### src/rtl/mac4x4_acc.sv
// Streaming signed 4x4 multiply-accumulate with saturating sum and one result per frame.
// Operand pairs arrive on a valid/ready handshake; each frame's dot product leaves on a second one.

module mult4x4 (
    input  logic signed [3:0] a,
    input  logic signed [3:0] b,
    output logic signed [7:0] p
);
    // Operands are sign-extended to 8 bits before multiplying, so (-8)*(-8) yields +64.
    assign p = 8'(a) * 8'(b);
endmodule

module mac4x4_acc #(
    parameter int unsigned N_TERMS   = 8,
    parameter int unsigned ACC_WIDTH = 12
) (
    input  logic                        clk,
    input  logic                        reset,
    input  logic                        in_valid,
    output logic                        in_ready,
    input  logic signed [3:0]           in_a,
    input  logic signed [3:0]           in_b,
    input  logic                        in_last,
    output logic                        out_valid,
    input  logic                        out_ready,
    output logic signed [ACC_WIDTH-1:0] out_sum,
    output logic [7:0]                  out_count,
    output logic                        out_ovf
);
    localparam int unsigned SW = ACC_WIDTH + 1;

    typedef enum logic {ACCUM, DONE} state_t;

    state_t                 state_q, state_d;
    logic signed [ACC_WIDTH-1:0] acc_q, acc_d;
    logic [7:0]             cnt_q, cnt_d;
    logic                   ovf_q, ovf_d;
    logic                   out_valid_d;
    logic signed [ACC_WIDTH-1:0] out_sum_d;
    logic [7:0]             out_count_d;
    logic                   out_ovf_d;

    logic signed [7:0]      prod;
    logic signed [SW-1:0]   sum_wide;
    logic signed [ACC_WIDTH-1:0] acc_sat;
    logic                   sat_hit;
    logic [7:0]             cnt_inc;

    mult4x4 u_mult (
        .a (in_a),
        .b (in_b),
        .p (prod)
    );

    // One guard bit is enough: |product| <= 64 and ACC_WIDTH >= 8.
    always_comb begin
        sum_wide = SW'(acc_q) + SW'(prod);
        sat_hit  = sum_wide[SW-1] != sum_wide[SW-2];
        if (!sat_hit) begin
            acc_sat = sum_wide[ACC_WIDTH-1:0];
        end else if (sum_wide[SW-1]) begin
            acc_sat = {1'b1, {(ACC_WIDTH-1){1'b0}}};
        end else begin
            acc_sat = {1'b0, {(ACC_WIDTH-1){1'b1}}};
        end
        cnt_inc = cnt_q + 8'd1;
    end

    always_comb begin
        state_d     = state_q;
        acc_d       = acc_q;
        cnt_d       = cnt_q;
        ovf_d       = ovf_q;
        out_valid_d = out_valid;
        out_sum_d   = out_sum;
        out_count_d = out_count;
        out_ovf_d   = out_ovf;
        in_ready    = 1'b0;
        case (state_q)
            ACCUM: begin
                in_ready = 1'b1;
                if (in_valid) begin
                    acc_d = acc_sat;
                    cnt_d = cnt_inc;
                    ovf_d = ovf_q | sat_hit;
                    if (in_last || (cnt_q == 8'(N_TERMS - 1))) begin
                        state_d     = DONE;
                        out_valid_d = 1'b1;
                        out_sum_d   = acc_sat;
                        out_count_d = cnt_inc;
                        out_ovf_d   = ovf_q | sat_hit;
                    end
                end
            end
            DONE: begin
                // Result held until consumed; the frame state clears on the handshake.
                if (out_ready) begin
                    state_d     = ACCUM;
                    out_valid_d = 1'b0;
                    acc_d       = '0;
                    cnt_d       = '0;
                    ovf_d       = 1'b0;
                end
            end
            default: state_d = ACCUM;
        endcase
    end

    always_ff @(posedge clk) begin
        if (reset) begin
            state_q   <= ACCUM;
            acc_q     <= '0;
            cnt_q     <= '0;
            ovf_q     <= 1'b0;
            out_valid <= 1'b0;
            out_sum   <= '0;
            out_count <= '0;
            out_ovf   <= 1'b0;
        end else begin
            state_q   <= state_d;
            acc_q     <= acc_d;
            cnt_q     <= cnt_d;
            ovf_q     <= ovf_d;
            out_valid <= out_valid_d;
            out_sum   <= out_sum_d;
            out_count <= out_count_d;
            out_ovf   <= out_ovf_d;
        end
    end
endmodule
### config.mk
export PLATFORM = sky130hd
export DESIGN_NAME = mac4x4_acc
export DESIGN_NICKNAME = d
export VERILOG_FILES = /design/src/rtl/mac4x4_acc.sv
export SDC_FILE = /design/constraint.sdc
export NUM_CORES = 1
export LEC_CHECK = 0
export ABC_AREA = 0
export CAP_MARGIN = 0
export CELL_PAD_IN_SITES_DETAIL_PLACEMENT = 1
export CELL_PAD_IN_SITES_GLOBAL_PLACEMENT = 1
export CORE_ASPECT_RATIO = 0.8
export CORE_MARGIN = 5
export CORE_UTILIZATION = 39
export CTS_CLUSTER_DIAMETER = 100
export DETAILED_ROUTE_END_ITERATION = 12
export PLACE_DENSITY = 0.84
export SYNTH_ARGS = -nofsm -noshare
export SYNTH_HDL_FRONTEND = slang
export SYNTH_SLANG_ARGS = --single-unit
### constraint.sdc
create_clock -name clk -period 4.7 [get_ports clk]
set_input_delay 0.94 -clock clk [delete_from_list [all_inputs] [get_ports clk]]
set_output_delay 0.94 -clock clk [all_outputs]
set_load 0.005 [all_outputs]
==> results of run 1 <==
## cell type report
type                            count  area (um^2)
Inverter                           54          203
Multi-Input combinational cell    272         2500
Fill cell                         968         3750
Tap cell                          112          140
Clock buffer                        5         68.8
Sequential cell                    44          881
Timing Repair Buffer               95          832
## sequential cells by signal (all words and copies together) (netlist names)
register   flops
cnt_q          8
out_valid      1
out_sum       12
out_count      8
acc_q         12
ovf_q          1
state_q        1
out_ovf        1
## cell usage after synthesis, types with 2 or more instances
cell type,instances
a22oi_1,3
a211oi_1,4
inv_1,54
o31ai_1,6
ha_1,29
or3_1,3
a311oi_1,15
and3_1,5
nand2_1,40
xor2_1,2
dfxtp_1,44
nor2b_1,4
o22ai_1,4
and2_1,10
o21ai_1,5
o21ai_0,4
xnor2_1,15
buf_2,9
o21a_1,3
nor3_1,7
nand3_1,7
a32oi_1,4
o211ai_1,8
fa_1,22
nor2_1,32
clkbuf_1,8
nand2b_1,4
a21oi_1,19
## per-stage QoR
step	setup slack (ns)	utilization [%]	power, mW
after floorplan	0.00781	-	1.76
after global placement	-0.473	49.1	2.68
after detailed placement	-0.714	49.1	2.81
after CTS	-0.00898	52.7	3.41
after global routing	-0.104	55.2	4.09
final	0.0498	55.2	3.86
## worst min-delay path by stage
stage | start | to | slack (ns) | depth (start not counted)
final | out_count[1] | out_count[1] | 0.49 | 2
after global routing | out_count[1] | out_count[1] | 0.49 | 2
after CTS | out_count[1] | out_count[1] | 0.49 | 2
after detailed placement | ovf_q | ovf_q | 0.47 | 1
after global placement | out_count[1] | out_count[1] | 0.45 | 2
after floorplan | acc_q[11] | acc_q[11] | 0.44 | 2
## routing by layer
layer / routed length (um) / part of all wire [%] / track usage [%]
met1: 4430 / 38 / 23.6
met2: 6140 / 53 / 38.9
met3: 581 / 5.0 / 3.30
met4: 490 / 4.2 / 6.91
met5: 0 / 0 / 0
## power by group through the flow
stage	clock network [mW]	registers [mW]	logic (mW)
3_3_place_gp	0	0.504	2.17
3_5_place_dp	0	0.508	2.31
2_1_floorplan	0	0.489	1.27
6_report	0.216	0.501	3.14
5_1_grt	0.235	0.507	3.35
4_1_cts	0.219	0.500	2.69
## logic make-up (layout without fill, tap and decap cells)
| group | after synthesis | in the layout | synth area share, % |
|---|---|---|---|
| fa+ha+maj | 51 | 51 | 24.3 |
| flops | 44 | 44 | 26.7 |
| xor+xnor | 19 | 19 | 5.69 |
| simple gates | 116 | 116 | 16.3 |
| buf+inv | 71 | 154 | 8.42 |
| mux | 1 | 1 | 0.341 |
| compound gates | 85 | 85 | 18.2 |
## worst max-delay path, cell delays in order
cell	delay, ns
dlygate4sd2_1	0.25
and2_4	0.17
fa_1	0.47
inv_1	0.05
fa_1	0.56
fa_1	0.47
buf_6	0.15
fa_2	0.38
nand2b_4	0.17
a21oi_4	0.17
buf_4	0.13
buf_4	0.12
nor3_2	0.05
nor3_2	0.21
o21ai_0	0.21
o211ai_1	0.34
## timing repair
item | in CTS | in global routing
setup endpoints to repair | 26 | 26
gates resized for setup | 33 | 34
gates cloned | 0 | 0
pin swaps | 16 | 17
setup buffers | 8 | 3
==> results by group, run 1 <==
Outcome
  • Status: complete, no violations

STA
  • Max-slew violation count: 0
  • Setup_tns: 0 ns
  • Part of the cycle the worst path needs: a little over nine tenths
  • Hold Slack: a little under 0.5 ns
  • Fmax: 215 MHz
  • Fin crit period: 4.65 ns
  • Slew margin rel.: approximately 31%
  • Final setup fails: 0
  • Clock Skews: around 0.012 ns
  • Least-Margin Pin Slew: about 1.0 ns
  • Fin. Hold Viols: 0

GRT
  • All-layer global routing usage: between 20 and 25%
  • Initial antenna violation count: 0
  • Global route total overflow: 0
  • Vias in the first global route: between 3000 and 4000
  • Largest net degree at the start of global routing: 36
  • First-pass GRT wire length: between 15000 and 20000 um

Final layout
  • Most common cell after layout, fill and taps aside: buf_4
  • Final net count: approximately 540
  • Share of cells above drive strength 1: between 20% and 30%
  • Post-route cell area: around 4600 um^2
  • Area grow syn2layout: 40.0%
  • Most frequent cells in the layout: buf_4, inv_1, dfxtp_1, nand2_1, nor2_1
  • Ant. Diodes: 0
  • Final Non-Filler Cells: 582

Synthesis
  • Post-Syn Instances: 387
  • Synth Register Bits: 44
  • Yosys top cell by area: dfxtp_1
  • Post-synth cell types: between 40 and 50
  • Top-area cell type share of the netlist area: about a quarter
  • Area contributors post-synth: dfxtp_1, fa_1, ha_1
  • Seq/Total Area, Yosys: a little over a quarter
  • Post-synth EDFFs: 0
  • Synth Cell Area: about 3300 um^2
  • Syn Area/Cell: about 8.5 um^2
  • FFs w/ async S/R, synth: 0%
  • Main synth FF type: dfxtp_1
  • Yosys Warn Count: 0
  • Syn nets: approximately 450

Route
  • ANT nets after route: 0
  • DRC Markers: 0
  • Via density: 5.58
  • Post-Route WL: around 12000 um
  • Pre-Repair DR Iteration Count: 4
  • Detailed router's first-iteration violation count: 140
  • Vias after detailed routing: ~3200
  • Wirelength per Cell: 20.0 um

Critical path
  • Setup crit end: acc_q[10]
  • Worst r2r path cells: 14
  • Critical path peak fanout: 2
  • CP startpoint kind: input port
  • CP required: 4.90 ns
  • Reg-to-reg setup timing slack: between 0.7 and 0.8 ns
  • Arrival time at the worst endpoint: a little under 5 ns
  • Worst r2r dst: acc_q[10]
  • CP endpoint kind: flop
  • FF-to-FF Start: acc_q[3]
  • CP Class: input port to flop
  • Worst setup path start: in_b[0]

Clocking
  • Sink Count: 44
  • CTS tree: done
  • Root buf cell: clkbuf_8
  • Hold Buf Count CTS: 0
  • Worst skew pair latency: a little under 0.3 ns
  • Max Root-Sink Buffers: 2
  • CTS buffer count: 5
  • Reg clk slew, reported paths: approximately 0.080 ns
  • # H-tree levels: 2

Pwr
  • Worst IR Drop VDD: roughly 350 uV
  • Pleak: between 1.5 and 2 nW
  • Pwr per Cell Area: approximately 840 nW/um^2
  • Flop pwr share: approximately an eighth
  • Clk pwr share: 5.6%
  • Switching portion of total power: between 40 and 50%
  • Psw: ~1.8 mW
  • Gate power share: between 80% and 90%
  • P_int: 2.11 mW

Placement
  • Port buffer count: 35
  • GPL Wtd Cong: 0.844
  • Post-Place Cells: roughly 570
  • Placed Area: ~4100 um^2
  • HPWL after DPL: around 7700 um

Floorplanning
  • Die width: roughly 110 um
  • Die area: roughly 10000 um^2
  • Die height: roughly 92 um
  • Cell Rows: 30
  • Io pins: 36
  • Core box area: 8370 um^2
  • Initial core utilization: around two fifths

Hold path
  • Min-Delay Path Class: flop to flop

Job
  • MaxCap Viol Count: 0
Note: power is estimated with default switching activity, not from simulation.
==> run 2, diff against run 1 <==
- SLEW_MARGIN: unset -> 15
==> results of run 2 <==
Same layout as run 1: the final DEF is identical, and so are final timing and power.
==> run 3, diff against run 2 <==
- SKIP_LAST_GASP: unset -> 1
==> results of run 3 <==
Same layout as run 1: the final DEF is identical, and so are final timing and power.
